### src/rtl/liteeth_sram_fifo_ctrl.sv
// First-word-fall-through stream FIFO around a 1rw1r SRAM macro (rw0 writes, r0 reads).
// A 2-entry output buffer absorbs the macro's 1-cycle read latency so the source side streams at full rate.
module liteeth_sram_fifo_ctrl #(
    parameter int DATA_WIDTH  = 12,
    parameter int DEPTH       = 128,
    parameter int ADDR_WIDTH  = 7,
    parameter int LEVEL_WIDTH = 8
) (
    input  logic                   sys_clk,
    input  logic                   sys_rst,
    input  logic                   clear,
    input  logic                   sink_valid,
    output logic                   sink_ready,
    input  logic [DATA_WIDTH-1:0]  sink_data,
    output logic                   source_valid,
    input  logic                   source_ready,
    output logic [DATA_WIDTH-1:0]  source_data,
    output logic [LEVEL_WIDTH-1:0] level,
    output logic                   mem_rw0_ce,
    output logic                   mem_rw0_we,
    output logic [ADDR_WIDTH-1:0]  mem_rw0_addr,
    output logic [DATA_WIDTH-1:0]  mem_rw0_wd,
    output logic                   mem_r0_ce,
    output logic [ADDR_WIDTH-1:0]  mem_r0_addr,
    input  logic [DATA_WIDTH-1:0]  mem_r0_rd
);

    localparam int CW = ADDR_WIDTH + 1;
    localparam logic [CW-1:0] FULL = CW'(DEPTH);

    logic [ADDR_WIDTH-1:0] wr_ptr_q, wr_ptr_d;
    logic [ADDR_WIDTH-1:0] rd_ptr_q, rd_ptr_d;
    logic [CW-1:0]         mem_count_q, mem_count_d;
    logic                  rd_pending_q, rd_pending_d;
    logic [1:0]            out_count_q, out_count_d;
    logic [DATA_WIDTH-1:0] obuf_q [2];
    logic [DATA_WIDTH-1:0] obuf_d [2];

    logic       push;
    logic       pop;
    logic       issue;
    logic [2:0] stage_occ;
    logic [1:0] cap_idx;

    always_comb begin
        sink_ready   = (mem_count_q != FULL) & ~sys_rst;
        source_valid = (out_count_q != 2'd0);
        source_data  = obuf_q[0];

        push = sink_valid & sink_ready & ~clear;
        pop  = source_valid & source_ready;

        // Words already issued or buffered; a new read may issue only if it will find a free slot.
        stage_occ = {1'b0, out_count_q} + {2'b00, rd_pending_q};
        issue     = (mem_count_q != '0) & (stage_occ < (3'd2 + {2'b00, pop})) & ~clear;

        mem_rw0_ce   = push;
        mem_rw0_we   = push;
        mem_rw0_addr = wr_ptr_q;
        mem_rw0_wd   = sink_data;
        mem_r0_ce    = issue;
        mem_r0_addr  = rd_ptr_q;

        level = LEVEL_WIDTH'(mem_count_q) + LEVEL_WIDTH'(rd_pending_q) + LEVEL_WIDTH'(out_count_q);
    end

    always_comb begin
        wr_ptr_d     = wr_ptr_q + ADDR_WIDTH'(push);
        rd_ptr_d     = rd_ptr_q + ADDR_WIDTH'(issue);
        mem_count_d  = mem_count_q + CW'(push) - CW'(issue);
        rd_pending_d = issue;
        out_count_d  = out_count_q + 2'(rd_pending_q) - 2'(pop);
        cap_idx      = out_count_q - {1'b0, pop};
        obuf_d[0]    = obuf_q[0];
        obuf_d[1]    = obuf_q[1];

        // Pop shifts first, then the returning read lands behind whatever remains.
        if (pop) begin
            obuf_d[0] = obuf_q[1];
        end
        if (rd_pending_q) begin
            obuf_d[cap_idx[0]] = mem_r0_rd;
        end

        if (clear) begin
            wr_ptr_d     = '0;
            rd_ptr_d     = '0;
            mem_count_d  = '0;
            rd_pending_d = 1'b0;
            out_count_d  = 2'd0;
            obuf_d[0]    = '0;
            obuf_d[1]    = '0;
        end
    end

    always_ff @(posedge sys_clk or posedge sys_rst) begin
        if (sys_rst) begin
            wr_ptr_q     <= '0;
            rd_ptr_q     <= '0;
            mem_count_q  <= '0;
            rd_pending_q <= 1'b0;
            out_count_q  <= 2'd0;
            obuf_q[0]    <= '0;
            obuf_q[1]    <= '0;
        end else begin
            wr_ptr_q     <= wr_ptr_d;
            rd_ptr_q     <= rd_ptr_d;
            mem_count_q  <= mem_count_d;
            rd_pending_q <= rd_pending_d;
            out_count_q  <= out_count_d;
            obuf_q[0]    <= obuf_d[0];
            obuf_q[1]    <= obuf_d[1];
        end
    end

endmodule
### config.mk
export PLATFORM = sky130hd
export DESIGN_NAME = liteeth_sram_fifo_ctrl
export DESIGN_NICKNAME = d
export VERILOG_FILES = /design/src/rtl/liteeth_sram_fifo_ctrl.sv
export SDC_FILE = /design/constraint.sdc
export NUM_CORES = 1
export LEC_CHECK = 0
export CELL_PAD_IN_SITES_DETAIL_PLACEMENT = 2
export CELL_PAD_IN_SITES_GLOBAL_PLACEMENT = 2
export CORE_MARGIN = 2
export CORE_UTILIZATION = 31
export CTS_CLUSTER_DIAMETER = 200
export DETAILED_ROUTE_END_ITERATION = 16
export GPL_TIMING_DRIVEN = 0
export PLACE_DENSITY_LB_ADDON = 0.1
export RECOVER_POWER = 50
export SLEW_MARGIN = 20
export SYNTH_ARGS = -nofsm -noshare
export SYNTH_HDL_FRONTEND = slang
export SYNTH_SLANG_ARGS = --single-unit
### constraint.sdc
create_clock -name sys_clk -period 7.65 [get_ports sys_clk]
set_input_delay 1.9125 -clock sys_clk [delete_from_list [all_inputs] [get_ports sys_clk]]
set_output_delay 1.9125 -clock sys_clk [all_outputs]
set_load 0.05 [all_outputs]
==> results.py, run 1 <==
metrics = {
    "power_and_ir_drop": {
        "pwr-share-comb": 0.642,
        "power_density_mw_per_mm2": 396,
        "switching_power_uw": 785,
        "clkPwrFrac": 0.102,
        "p_int_uw": 752,
        "total_power_uw": 1540,
        "ir_worst_vdd_v": 0.000167,
        "seqPwrFrac": 0.257,
        "switching_share": 0.511,
        "leakagePower_uw": 0.00179,
    },
    "status": {
        "outcome": "finished, violations left",
        "violations": "max-capacitance violations, max-slew violations",
    },
    "detailed_routing": {
        "antenna_left": 0,
        "drcViolationCount": 0,
        "wirelength_um": 8430,
        "wl_per_cell_um": 16.0,
        "dr_total_vias": 2488,
        "dr.first_iter.drc_count": 64,
        "first_pass_iters": 4,
        "vias_per_cell": 4.72,
    },
    "timing": {
        "fmax_mhz": 156,
        "slew_violations": 50,
        "hold_viol_final": 0,
        "slew_headroom": -0.514,
        "fin_setup_tns_ns": 0,
        "rsz0062_at_grt": "false",
        "setup_viol_count_final": 0,
        "tightest_slew_ns": 2.26,
        "period_needed_ns": 6.39,
        "finalCritPeriodShare": 0.835,
        "clock_skew_ns": 0.00891,
    },
    "setup_path": {
        "cp_max_fo": 7,
        "setup.worst_path.class": "in2out",
        "crit_path_start": "clear",
        "endpoint_kind": "primary output",
        "r2r-start": "rd_pending_q$_DFF_PP0_",
        "cp.arrival_ns": 4.48,
        "required_ns": 5.74,
        "setup.worst_path.start_class": "primary input",
    },
    "cells_and_area": {
        "fin_util": 0.418,
        "final_common_cell": "nand2_1",
        "stdcell_area_sq_mm": 0.00388,
        "n_antenna_cell": 0,
        "layout.cells.non_filler": 527,
        "drive_above_1_share": 0.106,
        "syn2layout_area_growth_pct": 30.7,
        "nets": 452,
        "final_cell_mix": "nand2_1, dfrtp_1, clkdlybuf4s50_1",
    },
    "synthesis": {
        "synthAdderAreaFrac": 0.117,
        "synthArstFlopShare": 1.00,
        "yosys.area_share.simple": 0.201,
        "ys.flop_type": "dfrtp_1",
        "ys_types": 41,
        "synth_top_family_by_area": "simple AND/OR/NAND/NOR gates",
        "muxShareOfSynthArea": 0.0206,
        "syn_nets": 378,
        "avgSynthCellArea_sq_um": 9.20,
        "postSynthCellCount": 323,
        "synth_xor_area_frac": 0.0531,
        "ys_warn_count": 0,
        "yosysSeqAreaShare": 0.413,
        "synth_edf_count": 0,
        "netlist_area_sq_mm": 0.00297,
        "synth_seq_cells": 49,
        "synth_compound_area_frac": 0.0906,
    },
    "placement": {
        "place_congestion": 0.714,
        "place_inst": 519,
        "port_buffers": 67,
        "post-dp-hpwl_um": 6340,
        "dpl_cell_area_sq_mm": 0.00380,
    },
    "grt": {
        "grt_util_all_layers": 0.176,
        "antenna_found_initial": 0,
        "grt_max_degree": 50,
        "grt_pass1_wl_um": 14300,
        "gr-total-overflow": 0,
        "grt_pass1_vias": 2803,
    },
    "floorplanning": {
        "start_util": 0.320,
        "die_x_um": 102,
        "num_rows": 35,
        "die-area_sq_mm": 0.0104,
        "ios": 80,
        "die_h_um": 102,
        "coreArea_sq_mm": 0.00928,
    },
    "clock_network": {
        "ctsResizeCount": 0,
        "cts_tree": "yes",
        "clk_path_buf_depth": 2,
        "cts_root_buf": "clkbuf_8",
        "cts_max_level": 2,
        "cts-buffers-inserted": 5,
        "post_cts_buffers": 0,
        "hold_buffers": 0,
        "clk_latency_ns": 0.30,
        "cts_num_sinks": 49,
        "path_clk_slew_ns": 0.09,
    },
    "worst_hold_path": {
        "hp-start": "mem_r0_addr[5]$_DFF_PP0_",
        "hold_class": "reg2reg",
    },
    "flow_run": {
        "cap_violations": 1,
    },
}
routing by layer:
layer,vias to the layer above,GRT usage,wire (um)
met1,1237,0.246,3940
met4,0,0.0338,54
li1,1194,-,-
met5,-,0,0
met2,53,0.299,4200
met3,4,0.0198,236
metrics by stage:
step	hold WS, ns	setup slack, ns
after detailed placement	0.520	1.48
after global routing	0.561	1.09
after floorplan	0.502	2.09
final	0.528	1.26
after global placement	0.509	1.50
after CTS	0.534	1.47
path summary, 6_finish.rpt:
path | to | slack (ns) | depth (start not counted)
worst min register to register | mem_r0_addr[5]$_DFF_PP0_ | 0.53 | 1
worst min-delay path | mem_r0_addr[5]$_DFF_PP0_ | 0.53 | 1
worst max register to register | mem_count_q[7]$_DFF_PP0_ | 4.27 | 11
worst max-delay path | mem_r0_ce | 1.26 | 6
min in group asynchronous | mem_count_q[4]$_DFF_PP0_ | 2.68 | 2
max in group asynchronous | rd_pending_q$_DFF_PP0_ | 3.92 | 2
power groups by stage:
stage / clock, uW / combinational (uW) / sequential, uW
floorplan: 0 / 699 / 400
global placement: 0 / 977 / 397
detailed placement: 0 / 1010 / 403
CTS: 166 / 1020 / 397
global route: 174 / 1090 / 408
finish: 156 / 986 / 394
layout make-up:
cell class / instances / area (sq um)
Multi-Input combinational cell: 218 / 1430
Buffer: 38 / 241
Inverter: 18 / 68.8
Clock buffer: 6 / 72.6
Clock inverter: 2 / 15.0
Tap cell: 129 / 161
Sequential cell: 49 / 1230
Timing Repair Buffer: 67 / 671
Fill cell: 1076 / 5400
cell usage after synthesis, types with 3 or more instances:
cell | instances | area (sq um)
a311oi_1 | 14 | 123
nand2b_1 | 3 | 18.8
ha_1 | 23 | 288
nor2b_1 | 8 | 50.1
nor2_1 | 31 | 116
and3_1 | 5 | 31.3
dfrtp_1 | 49 | 1230
nand3_1 | 6 | 30.0
nor3_1 | 3 | 15.0
buf_4 | 25 | 188
buf_2 | 5 | 25.0
xor2_1 | 6 | 52.6
a21oi_1 | 17 | 85.1
inv_1 | 16 | 60.1
fa_1 | 3 | 60.1
mux2i_1 | 5 | 50.1
xnor2_1 | 12 | 105
clkbuf_1 | 5 | 18.8
buf_1 | 3 | 11.3
nand2_1 | 59 | 221
kinds of logic after synthesis:
group,Yosys count
XOR/XNOR,18
AND/OR/NAND/NOR,130
multiplexers,6
adder cells (fa/ha/maj),26
buffers and inverters,56
flip-flops,49
AO/OA/AOI/OAI,38
sequential cells by signal, indices dropped and copies added, names as in the netlist:
name,flops
obuf_q,12
source_data,12
mem_count_q,8
mem_r0_addr,7
mem_rw0_addr,7
out_count_q,2
rd_pending_q,1
worst max-delay path, stage by stage:
cell,delay [ns]
dlygate4sd3_1,0.64
or3_1,0.40
o32ai_1,0.38
nand2_2,0.16
clkinv_1,0.16
clkdlybuf4s50_1,0.82
Note: power is estimated with default switching activity, not from simulation.
==> inputs of run 2 (changes only) <==
--- a/config.mk
+++ b/config.mk
@@ -8,7 +8,7 @@
 export CELL_PAD_IN_SITES_DETAIL_PLACEMENT = 2
 export CELL_PAD_IN_SITES_GLOBAL_PLACEMENT = 2
 export CORE_MARGIN = 2
-export CORE_UTILIZATION = 31
+export CORE_UTILIZATION = 29
 export CTS_CLUSTER_DIAMETER = 200
 export DETAILED_ROUTE_END_ITERATION = 16
 export GPL_TIMING_DRIVEN = 0
==> constraint.sdc (replaced) <==
create_clock -name sys_clk -period 6.6 [get_ports sys_clk]
set_input_delay 1.65 -clock sys_clk [delete_from_list [all_inputs] [get_ports sys_clk]]
set_output_delay 1.65 -clock sys_clk [all_outputs]
set_load 0.05 [all_outputs]
==> run 2 against run 1 <==
Net effect:
- the run still ends with max-capacitance violations, max-slew violations left
- first-iteration DRC count is 9.4% lower
- worst setup slack worse by 0.52 ns
- combinational power is 16% higher
- cell area hardly changed
- final cell count is 0.76% higher
- die area is 6.6% higher
- via count is 0.56% higher
- non-clock buffer count stayed put
- highest routed layer unchanged
- clock power is 18% higher
- total power is 16% higher
- core utilization is 2.5 points lower
==> results.py, run 2 (same netlist as run 1, synthesis figures left out) <==
metrics = {
    "timing": {
        "fin_setup_tns_ns": 0,
        "rsz0062_at_grt": "false",
        "slew_headroom": -0.571,
        "slew_violations": 50,
        "finalCritPeriodShare": 0.888,
        "tightest_slew_ns": 2.34,
        "hold_viol_final": 0,
        "setup_viol_count_final": 0,
        "fmax_mhz": 171,
        "clock_skew_ns": 0.0109,
        "period_needed_ns": 5.86,
    },
    "cells_and_area": {
        "layout.cells.non_filler": 531,
        "register_area_sq_mm": 0.00123,
        "fillers": 1122,
        "final_cell_mix": "nand2_1, dfrtp_1, clkdlybuf4s50_1",
        "syn2layout_area_growth_pct": 30.7,
        "fin_util": 0.393,
        "drive_above_1_share": 0.0980,
        "n_antenna_cell": 0,
        "multiInputGateArea_sq_mm": 0.00142,
        "stdcell_area_sq_mm": 0.00388,
        "nets": 452,
        "final_common_cell": "nand2_1",
    },
    "placement": {
        "port_buffers": 67,
        "dpl_cell_area_sq_mm": 0.00381,
        "place_inst": 523,
        "place_congestion": 0.761,
        "post-dp-hpwl_um": 6250,
    },
    "setup_path": {
        "setup.worst_path.start_class": "primary input",
        "cp.arrival_ns": 4.21,
        "endpoint_kind": "primary output",
        "setup.worst_path.class": "in2out",
        "path_cells": "dlygate4sd3_1, or3_1, o32ai_1, nand2_2, clkinv_1, clkdlybuf4s50_1",
        "cp_max_fo": 7,
        "slowest_stage": "clkdlybuf4s50_1",
        "required_ns": 4.95,
        "max_stage_delay_ns": 0.82,
    },
    "clock_network": {
        "cts_num_sinks": 49,
        "clk_latency_ns": 0.31,
        "hold_buffers": 0,
        "cts-buffers-inserted": 5,
        "cts_tree": "yes",
        "post_cts_buffers": 0,
        "clk_path_buf_depth": 2,
        "cts_max_level": 2,
        "path_clk_slew_ns": 0.10,
        "ctsResizeCount": 0,
        "cts_root_buf": "clkbuf_8",
    },
    "power_and_ir_drop": {
        "total_power_uw": 1780,
        "ir_worst_vdd_v": 0.000215,
        "power_density_mw_per_mm2": 459,
        "leakagePower_uw": 0.00178,
    },
    "detailed_routing": {
        "vias_per_cell": 4.71,
        "dr.first_iter.drc_count": 58,
        "drcViolationCount": 0,
        "wl_per_cell_um": 15.8,
        "first_pass_iters": 4,
        "wirelength_um": 8370,
        "antenna_left": 0,
        "dr_total_vias": 2502,
    },
    "grt": {
        "grt_pass1_vias": 2754,
        "antenna_found_initial": 0,
        "grt_pass1_wl_um": 14100,
        "grt_max_degree": 50,
        "gr-total-overflow": 0,
        "grt_util_all_layers": 0.160,
    },
    "flow_run": {
        "cap_violations": 1,
    },
    "floorplanning": {
        "die-area_sq_mm": 0.0111,
        "coreArea_sq_mm": 0.00986,
        "die_h_um": 105,
        "start_util": 0.301,
        "ios": 80,
        "num_rows": 36,
        "die_x_um": 105,
    },
    "status": {
        "outcome": "finished, violations left",
        "violations": "max-capacitance violations, max-slew violations",
    },
    "worst_hold_path": {
        "hold_class": "reg2reg",
    },
}
-- run 2: cell types whose count changed in the layout (fill, tap and decap cells not counted), sizes merged --
cell | previous run | this run
clkdlybuf4s50 | 45 | 48
dlygate4sd3 | 22 | 19
clkinv | 1 | 3
clkinvlp | 3 | 1
buf | 32 | 31
clkbuf | 12 | 13
-- run 2: critical path, delay by kind of cell --
| family | cells | cell delay (ns) |
|---|---|---|
| AOI/OAI and AO/OA | 1 | 0.37 |
| buffers and inverters | 3 | 1.61 |
| and+or+nand+nor | 2 | 0.56 |
-- run 2: layer usage --
metal / GRT usage / up-vias / share of wire
li1: - / 1194 / -
met1: 0.211 / 1250 / 0.47
met2: 0.272 / 54 / 0.49
met3: 0.0256 / 4 / 0.031
met4: 0.0400 / 0 / 0.0098
met5: 0 / - / 0
-- run 2: final timing paths --
| path | from | end | slack (ns) | cells past startpoint |
|---|---|---|---|---|
| min in group asynchronous | sys_rst | mem_count_q[7]$_DFF_PP0_ | 2.45 | 2 |
| max | clear | mem_r0_ce | 0.74 | 6 |
| max in group asynchronous | sys_rst | mem_count_q[1]$_DFF_PP0_ | 3.09 | 2 |
| max reg2reg | rd_pending_q$_DFF_PP0_ | mem_count_q[7]$_DFF_PP0_ | 3.27 | 11 |
| min | mem_r0_addr[5]$_DFF_PP0_ | mem_r0_addr[5]$_DFF_PP0_ | 0.52 | 1 |
| min reg2reg | mem_r0_addr[5]$_DFF_PP0_ | mem_r0_addr[5]$_DFF_PP0_ | 0.52 | 1 |
-- run 2: report_power, final --
| part | leakage, uW | internal, uW | switching [uW] |
|---|---|---|---|
| sequential | 0.000660 | 383 | 74.7 |
| clock | 0.0000456 | 75.9 | 108 |
| combinational | 0.00107 | 417 | 723 |
-- run 2: final cells by class --
type	instances	area share
tap	133	0.0429
buffer	38	0.0619
multi-input combinational	218	0.367
sequential	49	0.316
clock buffer	6	0.0187
timing repair buffer	67	0.173
clock inverter	2	0.00355
inverter	18	0.0177
-- run 2: metrics by stage --
step                      setup WS, ns  hold slack (ns)
after floorplan                   1.57            0.502
after global placement            1.01            0.509
after detailed placement         0.980            0.513
after CTS                        0.967            0.536
after global routing             0.632            0.550
final                            0.740            0.521
